File: config.mk
export PLATFORM = sky130hd
export DESIGN_NAME = wb_sdram_bridge
export DESIGN_NICKNAME = d
export VERILOG_FILES = /design/src/rtl/wb_sdram_bridge.sv
export SDC_FILE = /design/constraint.sdc
export NUM_CORES = 1
export LEC_CHECK = 0
export ABC_CLOCK_PERIOD_IN_PS = 3900
export BUFFER_PORTS_ARGS = -buffer_cell sky130_fd_sc_hd__buf_4
export CAP_MARGIN = 20
export CELL_PAD_IN_SITES_DETAIL_PLACEMENT = 1
export CELL_PAD_IN_SITES_GLOBAL_PLACEMENT = 2
export CORE_MARGIN = 3
export CORE_UTILIZATION = 25
export CTS_BUF_LIST = sky130_fd_sc_hd__clkbuf_2
export CTS_CLUSTER_DIAMETER = 60
export CTS_CLUSTER_SIZE = 14
export DETAILED_ROUTE_END_ITERATION = 6
export GPL_TIMING_DRIVEN = 0
export PLACE_DENSITY = 0.61
export SLEW_MARGIN = 10
export SYNTH_ARGS = -nofsm -noshare
export SYNTH_HDL_FRONTEND = slang
export SYNTH_SLANG_ARGS = --single-unit
File: constraint.sdc
create_clock -name wb_clk_i -period 3.9 [get_ports wb_clk_i]
set_input_delay 0.78 -clock wb_clk_i [delete_from_list [all_inputs] [get_ports wb_clk_i]]
set_output_delay 0.78 -clock wb_clk_i [all_outputs]
set_load 0.005 [all_outputs]
File: src/rtl/wb_sdram_bridge.sv
`timescale 1ns/1ps
// Wishbone slave front-end for sdram_controller: address-window decode, posted-write
// FIFO with byte masks, reads ordered behind posted writes, read timeout as bus error.
module wb_sdram_bridge #(
   parameter logic [31:0] ADDR_BASE   = 32'h3800_0000,
   parameter int          WIN_BITS    = 23,
   parameter int          WFIFO_DEPTH = 4,
   parameter int          TIMEOUT     = 1023
) (
   input  logic                wb_clk_i,
   input  logic                wb_rst_i,
   input  logic                wbs_stb_i,
   input  logic                wbs_cyc_i,
   input  logic                wbs_we_i,
   input  logic [3:0]          wbs_sel_i,
   input  logic [31:0]         wbs_dat_i,
   input  logic [31:0]         wbs_adr_i,
   output logic                wbs_ack_o,
   output logic                wbs_err_o,
   output logic [31:0]         wbs_dat_o,
   output logic                ctrl_in_valid,
   output logic                ctrl_rw,
   output logic [WIN_BITS-3:0] ctrl_addr,
   output logic [31:0]         ctrl_wdata,
   output logic [3:0]          ctrl_wmask,
   input  logic                ctrl_busy,
   input  logic [31:0]         ctrl_rdata,
   input  logic                ctrl_out_valid,
   output logic                idle_o
);
   localparam int AW = WIN_BITS - 2;
   localparam int PW = $clog2(WFIFO_DEPTH);
   localparam int CW = PW + 1;
   localparam int TW = $clog2(TIMEOUT + 1);

   typedef enum logic [1:0] {IDLE, RD_DRAIN, RD_ISSUE, RD_WAIT} state_t;

   typedef struct packed {
      logic [AW-1:0] addr;
      logic [31:0]   data;
      logic [3:0]    mask;
   } wentry_t;

   state_t        state, state_d;
   wentry_t       fifo [WFIFO_DEPTH];
   wentry_t       head;
   logic [PW-1:0] wr_ptr, rd_ptr;
   logic [CW-1:0] count;
   logic [TW-1:0] timer;
   logic [AW-1:0] rd_addr;
   logic [31:0]   dat_q;
   logic          ack_q, err_q;
   logic          req, hit, in_idle, empty, full, push, pop, drain, rd_issue;
   logic          rd_start, rd_done, timed_out;
   logic          unused_adr;

   assign unused_adr = ^wbs_adr_i[1:0];

   always_comb begin
      req       = wbs_stb_i & wbs_cyc_i & ~ack_q & ~err_q;
      hit       = (wbs_adr_i[31:WIN_BITS] == ADDR_BASE[31:WIN_BITS]);
      in_idle   = (state == IDLE);
      empty     = (count == '0);
      full      = (count == CW'(WFIFO_DEPTH));
      // New requests are only taken in IDLE; the read in flight keeps stb high meanwhile.
      push      = in_idle & req & hit & wbs_we_i & ~full;
      rd_start  = in_idle & req & hit & ~wbs_we_i;
      // Gated by reset so nothing is offered to the controller during a reset cycle.
      drain     = ~empty & (state != RD_ISSUE) & (state != RD_WAIT) & ~wb_rst_i;
      rd_issue  = (state == RD_ISSUE) & ~wb_rst_i;
      pop       = drain & ~ctrl_busy;
      rd_done   = (state == RD_WAIT) & ctrl_out_valid;
      // Error registers on the same edge at which the wait count reaches TIMEOUT.
      timed_out = (state == RD_WAIT) & ~ctrl_out_valid & (timer == TW'(TIMEOUT - 1));
      head      = fifo[rd_ptr];
   end

   always_comb begin
      ctrl_in_valid = drain | rd_issue;
      ctrl_rw       = drain;
      ctrl_addr     = '0;
      ctrl_wdata    = '0;
      ctrl_wmask    = '0;
      if (drain) begin
         ctrl_addr  = head.addr;
         ctrl_wdata = head.data;
         ctrl_wmask = head.mask;
      end else if (rd_issue) begin
         ctrl_addr  = rd_addr;
      end
   end

   assign wbs_ack_o = ack_q;
   assign wbs_err_o = err_q;
   assign wbs_dat_o = dat_q;
   assign idle_o    = empty & in_idle;

   always_ff @(posedge wb_clk_i) begin
      if (wb_rst_i) state <= IDLE;
      else          state <= state_d;
   end

   always_comb begin
      state_d = state;
      case (state)
         IDLE:     if (rd_start)              state_d = RD_DRAIN;
         RD_DRAIN: if (empty)                 state_d = RD_ISSUE;
         RD_ISSUE: if (!ctrl_busy)            state_d = RD_WAIT;
         RD_WAIT:  if (rd_done || timed_out)  state_d = IDLE;
         default:                             state_d = IDLE;
      endcase
   end

   always_ff @(posedge wb_clk_i) begin
      if (push) fifo[wr_ptr] <= '{addr: wbs_adr_i[WIN_BITS-1:2], data: wbs_dat_i, mask: ~wbs_sel_i};
   end

   always_ff @(posedge wb_clk_i) begin
      if (wb_rst_i) begin
         wr_ptr  <= '0;
         rd_ptr  <= '0;
         count   <= '0;
         timer   <= '0;
         rd_addr <= '0;
         ack_q   <= 1'b0;
         err_q   <= 1'b0;
         dat_q   <= '0;
      end else begin
         // A response seen after cyc dropped completes the read silently.
         ack_q <= push | (rd_done & wbs_cyc_i);
         err_q <= (in_idle & req & ~hit) | (timed_out & wbs_cyc_i);
         if (rd_done)        dat_q <= ctrl_rdata;
         else if (timed_out) dat_q <= 32'hDEAD_BEEF;
         if (rd_start) rd_addr <= wbs_adr_i[WIN_BITS-1:2];
         if (state == RD_ISSUE)     timer <= '0;
         else if (state == RD_WAIT) timer <= timer + TW'(1);
         if (push) wr_ptr <= wr_ptr + PW'(1);
         if (pop)  rd_ptr <= rd_ptr + PW'(1);
         count <= count + CW'(push) - CW'(pop);
      end
   end

endmodule

==> impl_metrics.py <==
metrics = {
    "sta": {
        "worst_slew_pin_slew_ps": 847,
        "fmax_mhz": 279,
        "min_period_over_period_pct": 91.9,
        "slew_headroom_pct": 43.6,
        "setup_violations": 0,
        "layout_min_cycle_time_ps": 3580,
        "drv_slew": 0,
        "finalClockSkew_ps": 94.6,
        "finalHoldViolCount": 0,
    },
    "placement": {
        "dp_hpwl_mm": 20.0,
        "dp.cells": 1532,
        "placed_cell_area_um2": 14000,
        "place_congestion": 0.677,
        "io_buffers": 198,
    },
    "critical_path": {
        "cp_common_cell": "clkbuf_16",
        "path_cells": "inv_1, ha_2, or2_4, nor3_4, buf_6, clkbuf_16, clkbuf_16, and2_1, buf_4",
        "path_class": "reg -> out",
        "crit_path_start": "state[0]",
        "cp_max_fo": 10,
        "critPathSlowestCell": "dfxtp_2",
        "critPathArrivalTime_ps": 2800,
        "r2r_start": "state[1]",
        "crit_required_ps": 3120,
        "cp-start-kind": "flip-flop",
        "cp-end-kind": "output pin",
        "crit_path_max_incr_delay_ps": 390,
    },
    "clock_tree": {
        "root_buffer": "clkbuf_2",
        "cts.clk_slew.worst_paths_ps": 250,
        "cts_inserted_buffers": 37,
        "cts_tree": "done",
        "insertion_delay_ps": 970,
        "clockBufferDepth": 3,
        "cts_max_level": 2,
        "cts_sinks": 304,
    },
    "routing": {
        "via_per_inst": 4.34,
        "drcViolationCount": 0,
        "wirelength_mm": 31.4,
        "vias": 7339,
        "dr.pass1.iters": 4,
        "route.detailed.wl_per_inst_um": 18.6,
        "first_iter_violations": 320,
        "drtAntennaViolNets": 0,
    },
    "global_routing": {
        "antenna_found_initial": 3,
        "use_met3_pct": 3.30,
        "grt_pass1_wl_mm": 48.5,
        "use_met2_pct": 21.3,
        "grt_overflow": 0,
        "grt_max_degree": 44,
        "grt_usage_pct": 12.7,
        "top_usage_layer": "met2",
        "use_met1_pct": 16.0,
        "grt_pass1_vias": 8142,
    },
    "synth": {
        "synth_edf_count": 228,
        "async_reset_ff_share_pct": 0,
        "yosys.area.top_type_share_pct": 58.7,
        "netlist_area_um2": 11700,
        "ys_top_cells_by_area": "edfxtp_1 (59%), dfxtp_1 (13%), mux4_2 (11%)",
        "syn_area_per_cell_um2": 16.0,
        "seq_area_frac_synth_pct": 71.7,
        "post_synth_num_cell_types": 42,
        "syn-num-nets": 850,
        "yosysWarnings": 0,
        "netlist_instances": 729,
        "synth_top_area_cell": "edfxtp_1",
        "yosys_most_used_dff": "edfxtp_1",
        "yosys.cell_count.top_type": "edfxtp_1",
        "yosys-top-cells-count": "edfxtp_1 (228), nor2_1 (77), dfxtp_1 (76)",
        "ys_ff_latch": 304,
    },
    "flow_run": {
        "drv_cap": 0,
    },
    "floorplan": {
        "io_pins": 201,
        "die_x_um": 222,
        "fp-row-count": 78,
        "dieArea_um2": 49300,
        "core-area_um2": 45800,
        "die_h_um": 222,
        "start_util_pct": 25.5,
    },
    "finish": {
        "final_nets": 1184,
        "area_growth_pct": 33.2,
        "final_area_um2": 15500,
        "fill_cells": 4820,
        "drive_gt1_share_pct": 33.3,
        "layout.cells.non_filler": 1692,
    },
    "power": {
        "power_density_nw_per_um2": 410,
        "power_leakage_nw": 5.48,
        "power_mw": 6.37,
        "peakVddDrop_mv": 0.157,
    },
    "min_path": {
        "worstHoldStart": "ctrl_busy",
        "min_path_type": "in -> reg",
    },
    "outcome": {
        "status": "finished, final reports clean",
    },
}
## sequential cells by signal, summed over array words and instances (netlist names), named ones only
signal     count
rd_ptr         2
fifo         228
timer         10
state          2
wr_ptr         2
wbs_err_o      1
wbs_dat_o     32
wbs_ack_o      1
rd_addr       21
count          3
## per-layer routing
metal,share of wire (%),up-vias
li1,-,3413
met3,5.9,62
met5,0.086,-
met2,48,185
met1,43,3675
met4,2.6,4
## where the power goes
part	switching, mW	leakage, nW	internal (mW)	total [mW]
combinational	0.466	2.55	0.605	1.07
clock	1.28	0.272	0.509	1.79
sequential	0.0180	2.66	3.49	3.51
## final timing paths
check                                      end  slack [ps]  depth (start not counted)
worst max-delay path            ctrl_wdata[12]         320                          9
worst min-delay path                 flip-flop         280                          4
worst max register to register        count[2]         600                         15
worst min register to register     rd_addr[18]         470                          2
## worst max-delay path, delay by kind of cell (launching register included)
family	cells	cell delay [ps]
buf+inv	5	640
simple gates	3	610
flops	1	390
fa+ha+maj	1	210
## cell usage in the layout, fill, tap and decap left out, types with 25 or more instances in the layout
cell type	n
edfxtp_1	228
buf_4	204
dlygate4sd3_1	91
nor2_1	77
dfxtp_1	75
mux4_2	57
nand2_1	50
clkbuf_2	49
and2_1	38
nor3_1	25
a21oi_1	25
## what timing repair did
item                                   CTS  global route
gates resized for setup                 39             1
hold buffers                            91             0
pin swaps                                1             1
buffers inserted                         2             0
endpoints found under the hold margin  283             0
cloned                                   0             0
setup endpoints to repair               59            10
## area by class of cell
cell class	count	area, µm²	share of cell area (%)
flip-flops and latches	304	8370	53.8
well taps	600	751	4.83
clock buffers	42	210	1.35
repair buffers	296	2530	16.3
inverters	14	52.6	0.338
plain buffers	39	248	1.59
diodes	1	2.50	0.0161
clock inverters	25	253	1.63
multi-input cells	371	3130	20.1
## cells by family (layout without fill, tap and decap cells)
family          count (synthesis)  after routing  share of synthesized area [%]
flops                         304            304                           71.7
simple gates                  225            225                           9.32
compound gates                 61             61                           3.57
mux                            58             58                           11.1
buf+inv                        54            416                           1.80
fa+ha+maj                      14             14                           1.57
xor+xnor                       13             13                          0.975
other cells                     0              1                              0
## through the flow
step                      setup slack [ps]  hold slack [ps]  TNS, ps  util [%]
after floorplan                        350              432        0         -
after global placement               -1620              439  -358090      30.4
after detailed placement              -315              446    -2980      30.7
after CTS                             1.97             82.6        0      34.0
after global routing                 -2.16              140    -2.16      34.0
final                                  318              276        0      34.0
No activity file was read; power rests on OpenSTA's default activity.
